`config.mk`:
```
export PLATFORM = sky130hd
export DESIGN_NAME = edge_point_extractor
export DESIGN_NICKNAME = d
export VERILOG_FILES = /design/src/rtl/edge_pkg.sv /design/src/rtl/edge_point_fifo.sv /design/src/rtl/edge_point_extractor.sv
export SDC_FILE = /design/constraint.sdc
export NUM_CORES = 1
export LEC_CHECK = 0
export ABC_CLOCK_PERIOD_IN_PS = 5700
export CORE_UTILIZATION = 45
export CTS_BUF_LIST = sky130_fd_sc_hd__clkbuf_8
export CTS_CLUSTER_SIZE = 8
export DETAILED_ROUTE_END_ITERATION = 10
export PLACE_DENSITY = 0.66
export SLEW_MARGIN = 30
export SYNTH_ARGS = -nofsm -noshare
export SYNTH_HDL_FRONTEND = slang
export SYNTH_SLANG_ARGS = --single-unit
```
`constraint.sdc`:
```
create_clock -name i_clk -period 5.7 [get_ports i_clk]
set_input_delay 1.71 -clock i_clk [delete_from_list [all_inputs] [get_ports i_clk]]
set_output_delay 1.71 -clock i_clk [all_outputs]
set_load 0.05 [all_outputs]
```
`src/rtl/edge_pkg.sv`:
```
// Shared types and helpers for edge-map consumers: coordinate widths, point record,
// scan FSM states and the {y,x} address packing.
package edge_pkg;

  localparam int unsigned X_W        = 10;
  localparam int unsigned Y_W        = 9;
  localparam int unsigned ADDR_W     = 19;
  localparam int unsigned DEF_WIDTH  = 640;
  localparam int unsigned DEF_HEIGHT = 480;

  typedef struct packed {
    logic [Y_W-1:0] y;
    logic [X_W-1:0] x;
  } point_t;

  typedef enum logic [1:0] {
    StIdle,
    StScan,
    StDrain,
    StDone
  } scan_state_e;

  function automatic logic [ADDR_W-1:0] pack_addr(input logic [Y_W-1:0] y,
                                                 input logic [X_W-1:0] x);
    return {y, x};
  endfunction

endpackage

```
`src/rtl/edge_point_fifo.sv`:
```
// Small synchronous FIFO of edge points with flush; head reads as zero when empty.
module edge_point_fifo
  import edge_pkg::*;
#(
  parameter int unsigned DEPTH = 4
) (
  input  logic                         i_clk,
  input  logic                         i_rst_n,
  input  logic                         i_flush,
  input  logic                         i_push,
  input  point_t                       i_data,
  input  logic                         i_pop,
  output point_t                       o_data,
  output logic                         o_empty,
  output logic [$clog2(DEPTH+1)-1:0]   o_count
);

  localparam int unsigned PW = (DEPTH > 1) ? $clog2(DEPTH) : 1;
  localparam int unsigned CW = $clog2(DEPTH + 1);

  point_t          r_mem [DEPTH];
  logic [PW-1:0]   r_rd_ptr;
  logic [PW-1:0]   r_wr_ptr;
  logic [CW-1:0]   r_count;
  logic            w_push;
  logic            w_pop;

  function automatic logic [PW-1:0] ptr_inc(input logic [PW-1:0] p);
    return (p == PW'(DEPTH - 1)) ? '0 : p + 1'b1;
  endfunction

  assign w_push  = i_push && (r_count != CW'(DEPTH));
  assign w_pop   = i_pop && (r_count != '0);
  assign o_empty = (r_count == '0);
  assign o_count = r_count;
  assign o_data  = o_empty ? '0 : r_mem[r_rd_ptr];

  always_ff @(posedge i_clk or negedge i_rst_n) begin
    if (!i_rst_n) begin
      r_rd_ptr <= '0;
      r_wr_ptr <= '0;
      r_count  <= '0;
    end else if (i_flush) begin
      r_rd_ptr <= '0;
      r_wr_ptr <= '0;
      r_count  <= '0;
    end else begin
      if (w_push) r_wr_ptr <= ptr_inc(r_wr_ptr);
      if (w_pop)  r_rd_ptr <= ptr_inc(r_rd_ptr);
      r_count <= r_count + CW'(w_push) - CW'(w_pop);
    end
  end

  // Storage needs no reset: the head is masked while empty.
  always_ff @(posedge i_clk) begin
    if (w_push && !i_flush) r_mem[r_wr_ptr] <= i_data;
  end

endmodule

```
`src/rtl/edge_point_extractor.sv`:
```
// Scans the edge map in raster order and streams (x,y) of every set pixel, tracking the
// edge count and bounding box; credit-limited reads keep the point FIFO from overflowing.
module edge_point_extractor
  import edge_pkg::*;
#(
  parameter int unsigned WIDTH        = DEF_WIDTH,
  parameter int unsigned HEIGHT       = DEF_HEIGHT,
  parameter int unsigned READ_LATENCY = 2,
  parameter int unsigned FIFO_DEPTH   = 4
) (
  input  logic              i_clk,
  input  logic              i_rst_n,
  input  logic              i_start,
  output logic              o_busy,
  output logic              o_done,
  output logic [ADDR_W-1:0] o_read_addr,
  input  logic              i_read_data,
  output logic              o_point_valid,
  input  logic              i_point_ready,
  output logic [X_W-1:0]    o_point_x,
  output logic [Y_W-1:0]    o_point_y,
  output logic [ADDR_W-1:0] o_edge_count,
  output logic [X_W-1:0]    o_bbox_min_x,
  output logic [X_W-1:0]    o_bbox_max_x,
  output logic [Y_W-1:0]    o_bbox_min_y,
  output logic [Y_W-1:0]    o_bbox_max_y,
  output logic              o_bbox_valid
);

  localparam int unsigned FC_W = $clog2(FIFO_DEPTH + 1);
  localparam int unsigned CR_W = $clog2(FIFO_DEPTH + READ_LATENCY + 1);
  localparam int unsigned LAST = READ_LATENCY - 1;

  scan_state_e       r_state, w_state_next;
  logic [X_W-1:0]    r_x;
  logic [Y_W-1:0]    r_y;
  logic              r_tag_vld [READ_LATENCY];
  point_t            r_tag_pt  [READ_LATENCY];
  logic [ADDR_W-1:0] r_count;
  logic [X_W-1:0]    r_min_x, r_max_x;
  logic [Y_W-1:0]    r_min_y, r_max_y;
  logic              r_bbox_valid;

  logic [FC_W-1:0]   w_fifo_count;
  logic              w_fifo_empty;
  logic [CR_W-1:0]   w_in_flight;
  logic              w_credit, w_issue, w_last_addr, w_hit, w_pop;
  point_t            w_head, w_ret;

  assign w_ret       = r_tag_pt[LAST];
  assign w_last_addr = (r_x == X_W'(WIDTH - 1)) && (r_y == Y_W'(HEIGHT - 1));
  assign w_credit    = (CR_W'(w_fifo_count) + w_in_flight) < CR_W'(FIFO_DEPTH);
  assign w_issue     = (r_state == StScan) && w_credit && !i_start;
  assign w_hit       = r_tag_vld[LAST] && i_read_data && !i_start;
  assign w_pop       = !w_fifo_empty && i_point_ready;

  always_comb begin
    w_in_flight = '0;
    for (int i = 0; i < READ_LATENCY; i++) w_in_flight = w_in_flight + CR_W'(r_tag_vld[i]);
  end

  always_ff @(posedge i_clk or negedge i_rst_n) begin
    if (!i_rst_n) r_state <= StIdle;
    else          r_state <= w_state_next;
  end

  always_comb begin
    w_state_next = r_state;
    if (i_start) begin
      w_state_next = StScan;
    end else begin
      case (r_state)
        StIdle:  w_state_next = StIdle;
        StScan:  if (w_issue && w_last_addr) w_state_next = StDrain;
        StDrain: if (w_in_flight == '0 && w_fifo_empty) w_state_next = StDone;
        StDone:  w_state_next = StIdle;
        default: w_state_next = StIdle;
      endcase
    end
  end

  always_ff @(posedge i_clk or negedge i_rst_n) begin
    if (!i_rst_n) begin
      r_x          <= '0;
      r_y          <= '0;
      r_count      <= '0;
      r_min_x      <= '0;
      r_max_x      <= '0;
      r_min_y      <= '0;
      r_max_y      <= '0;
      r_bbox_valid <= 1'b0;
      for (int i = 0; i < READ_LATENCY; i++) begin
        r_tag_vld[i] <= 1'b0;
        r_tag_pt[i]  <= '0;
      end
    end else if (i_start) begin
      r_x          <= '0;
      r_y          <= '0;
      r_count      <= '0;
      r_min_x      <= '0;
      r_max_x      <= '0;
      r_min_y      <= '0;
      r_max_y      <= '0;
      r_bbox_valid <= 1'b0;
      for (int i = 0; i < READ_LATENCY; i++) r_tag_vld[i] <= 1'b0;
    end else begin
      // The last address is held, not wrapped, so read_addr never leaves the frame.
      if (w_issue && !w_last_addr) begin
        if (r_x == X_W'(WIDTH - 1)) begin
          r_x <= '0;
          r_y <= r_y + 1'b1;
        end else begin
          r_x <= r_x + 1'b1;
        end
      end
      r_tag_vld[0] <= w_issue;
      r_tag_pt[0]  <= {r_y, r_x};
      for (int i = 1; i < READ_LATENCY; i++) begin
        r_tag_vld[i] <= r_tag_vld[i-1];
        r_tag_pt[i]  <= r_tag_pt[i-1];
      end
      if (w_hit) begin
        if (r_count != '1) r_count <= r_count + 1'b1;
        if (r_count == '0) begin
          r_min_x <= w_ret.x;
          r_max_x <= w_ret.x;
          r_min_y <= w_ret.y;
          r_max_y <= w_ret.y;
        end else begin
          if (w_ret.x < r_min_x) r_min_x <= w_ret.x;
          if (w_ret.x > r_max_x) r_max_x <= w_ret.x;
          if (w_ret.y < r_min_y) r_min_y <= w_ret.y;
          if (w_ret.y > r_max_y) r_max_y <= w_ret.y;
        end
      end
      if (r_state == StDrain && w_state_next == StDone) r_bbox_valid <= (r_count != '0);
    end
  end

  edge_point_fifo #(
    .DEPTH(FIFO_DEPTH)
  ) u_fifo (
    .i_clk   (i_clk),
    .i_rst_n (i_rst_n),
    .i_flush (i_start),
    .i_push  (w_hit),
    .i_data  (w_ret),
    .i_pop   (w_pop),
    .o_data  (w_head),
    .o_empty (w_fifo_empty),
    .o_count (w_fifo_count)
  );

  assign o_busy        = (r_state == StScan) || (r_state == StDrain);
  assign o_done        = (r_state == StDone) && !i_start;
  assign o_read_addr   = pack_addr(r_y, r_x);
  assign o_point_valid = !w_fifo_empty;
  assign o_point_x     = w_head.x;
  assign o_point_y     = w_head.y;
  assign o_edge_count  = r_count;
  assign o_bbox_min_x  = r_min_x;
  assign o_bbox_max_x  = r_max_x;
  assign o_bbox_min_y  = r_min_y;
  assign o_bbox_max_y  = r_max_y;
  assign o_bbox_valid  = r_bbox_valid;

endmodule

```
==> impl_results.md <==
- DP HPWL: 14000 um
- Post-CTS setup buffer count: 0
- Vias/cell: 5.47
- Main synth FF type: dfrtp_1
- N_diodes: 0
- Routed length per instance: 18.0 um
- Initial antenna violation count: 0
- First drt pass iteration count: 4
- Die Width: 147 um
- CP Launch Type: flip-flop
- Commonest cells after routing, fill and taps aside: dfrtp_1 (126), clkdlybuf4s50_1 (101), edfxtp_1 (76), inv_1 (69), ha_1 (55)
- Final Cycle Share: 80.6%
- CTS clock-pin slew for the worst setup and hold paths: 0.06 ns
- Hold violation total from the final report: 0
- Peak VDD IR: 0.000220 V
- Detailed Route WL: 20900 um
- Crit-path max FO: 16
- Placed Cells: 1098
- Largest net degree at the start of global routing: 82
- Post-synthesis sequential area ratio: 57.6%
- Slew margin rel.: 38.1%
- CTS Sinks: 202
- Max-cap violation count: 0
- RSZ-0062 raised after global routing: no
- M2 GR Usage: 32.4%
- Number of synthesized flops with an enable pin: 76
- Hold wc startpoint: r_tag_pt[37]
- Placed cell areas: 10800 um^2
- Port Buffers: 103
- Number of synthesized register bits: 202
- Worst-margin pin slew: 0.929 ns
- Worst-case reg-to-reg path depth: 10
- Fin area: 11500 um^2
- Die Y: 147 um
- Syn avg cell area: 12.7 um^2
- Final Util: 56.3%
- Crit path kind: flip-flop to primary output
- CTS Hold Bufs: 0
- Layout area overhead: 21.6%
- Global-route usage over all layers: 20.0%
- Worst R2R Start: u_fifo.o_count[2]
- CP Data Arrival Time: 2.89 ns
- Library cells used by synthesis: 55
- Busiest grt layer: met2
- Crit path max-delay family: buffers and inverters
- Post-route ant nets: 0
- CP endpoint kind: primary output
- Ys async rst share: 62.4%
- Reg power frac: 42.1%
- CORE AREA: 20400 um^2
- Setup slack at placement: 1.12 ns
- Via count: 6361
- Switch share: 33.5%
- Clock Latency Late Sink: 0.54 ns
- Clock network power share: 31.2%
- Row count: 52
- Setup_tns: 0 ns
- Cells after Synth: 741
- Logic pwr share: 26.7%
- Largest stage delay on the critical path: 0.69 ns
- Gpl congestion: 0.827
- Nets: 927
- Worst Hold End: r_tag_pt[18]
- Most common cell after layout, fill and taps aside: dfrtp_1
- Starting Density: 46.3%
- Post-route DRC: 0
- Final setup viols: 0
- CTS tree: done
- Reg-to-reg slack, setup: 2.77 ns
- Worst path cell trace: buf_4 > mux4_2 > and2_1 > clkdlybuf4s50_1
- Ratio of cells with drive above 1 in the final layout: 13.9%
- Hold crit path type: flip-flop to flip-flop
- Final Critical Period: 4.60 ns
- Clock skew: 0.0292 ns
- Power per cell area: 358 nW/um^2
- Outcome: finished clean
- R2R Path End: u_fifo.o_count[2]
- Num CTS Buffers: 35
- Number of stages on the worst hold path: 1
- Global-route wire length before repair: 33800 um
- Remaining global-route overflow: 0
- DRT iter0 DRCs: 314
- Vias in the first global route: 6403
- M1 GR Usage: 27.4%
- IO Pins: 104
- Final Non-Filler Cells: 1162
- Total number of yosys warnings: 0
- Static leakage: 0.00476 uW
- Crit path buf inv count: 2
- Met3 Resource Use GR: 3.32%
- Clk root buf: clkbuf_8
- Synthesized cell area: 9430 um^2
- Worst setup margin: 1.10 ns
- Crit path required time: 3.99 ns
- Critical path's slowest cell: clkdlybuf4s50_1
- CTS H-tree lvls: 2
- Post-Syn Nets: 802
- Maximum clock path buffer count: 3
- Cell-internal power: 2730 uW
- Fmax: 218 MHz
- Slew Limit Fails: 0
- Switching pwr: 1380 uW
- # resized after CTS: 0
- Die footprint: 21500 um^2
## metrics by stage
| stage | power [uW] | hold slack, ns |
|---|---|---|
| CTS | 4160 | 0.488 |
| floorplan | 2500 | 0.449 |
| detailed placement | 2850 | 0.483 |
| global route | 4310 | 0.515 |
| global placement | 2820 | 0.470 |
| finish | 4110 | 0.490 |
## worst reg2reg max path: cells and delay by family (launching register included)
| family | cells | cell delay [ns] |
|---|---|---|
| xor gates and xnor gates | 2 | 0.37 |
| adders and majority gates | 3 | 0.85 |
| buffers and inverters | 2 | 0.11 |
| DFF | 1 | 0.46 |
| and+or+nand+nor | 3 | 1.00 |
## cell usage after synthesis (17+ instances only)
cell type | number | area, um^2
and2_1 | 28 | 175
a22o_1 | 17 | 149
nor2_1 | 38 | 143
mux2_2 | 37 | 417
nand4_1 | 17 | 106
dfrtp_1 | 126 | 3150
inv_1 | 55 | 206
a21oi_1 | 18 | 90.1
nand2_1 | 49 | 184
ha_1 | 55 | 688
o21ai_0 | 33 | 165
xor2_1 | 17 | 149
mux4_2 | 19 | 428
edfxtp_1 | 76 | 2280
## logic make-up (layout without fill, tap and decap cells)
kind of cell | after synthesis | count (layout) | share of synthesized area, %
simple gates | 205 | 205 | 11.3
flops | 202 | 202 | 57.6
compound gates | 113 | 113 | 8.53
buf+inv | 78 | 229 | 3.16
mux | 60 | 60 | 9.38
fa+ha+maj | 56 | 56 | 7.51
xor+xnor | 27 | 27 | 2.51
## worst max path at each step
| stage | depth (start not counted) | from | endpoint | slack, ns |
|---|---|---|---|---|
| floorplan | 4 | i_start | o_done | 0.90 |
| global placement | 3 | i_start | o_done | 1.15 |
| detailed placement | 4 | i_read_data | u_fifo.r_mem[3][5] | 1.12 |
| CTS | 4 | u_fifo.r_rd_ptr[0] | o_point_y[7] | 1.02 |
| global route | 4 | u_fifo.r_rd_ptr[0] | o_point_y[0] | 0.95 |
| finish | 4 | u_fifo.r_rd_ptr[0] | o_point_y[7] | 1.10 |
## routing by layer
metal  part of all wire (%)  routed length [um]
met3                    4.2                 872
met4                    2.2                 459
met2                     48               10000
met1                     46                9540
met5                      0                   0
## power groups by stage
stage | Combinational (uW) | Clock (uW) | Sequential [uW]
final | 1100 | 1280 | 1730
after global routing | 1190 | 1380 | 1740
after CTS | 1100 | 1320 | 1730
after detailed placement | 1100 | 0 | 1760
after global placement | 1070 | 0 | 1750
after floorplan | 716 | 0 | 1790
## layout make-up
| cell class | instances | area, um^2 |
|---|---|---|
| Timing Repair Buffer | 111 | 1100 |
| Sequential cell | 202 | 5440 |
| Tap cell | 270 | 338 |
| Multi-Input combinational cell | 461 | 3710 |
| Clock inverter | 23 | 136 |
| Fill cell | 1669 | 8890 |
| Clock buffer | 40 | 551 |
| Inverter | 55 | 206 |
## sequential cells by signal, indices dropped and copies added, names as in the netlist, 3 cells and up
signal	count
r_y	9
o_edge_count	19
r_tag_pt	38
u_fifo.r_mem	76
o_bbox_min_x	10
o_bbox_min_y	9
r_x	10
u_fifo.o_count	3
o_bbox_max_y	9
o_bbox_max_x	10
Power figures use the tool's default switching activity.
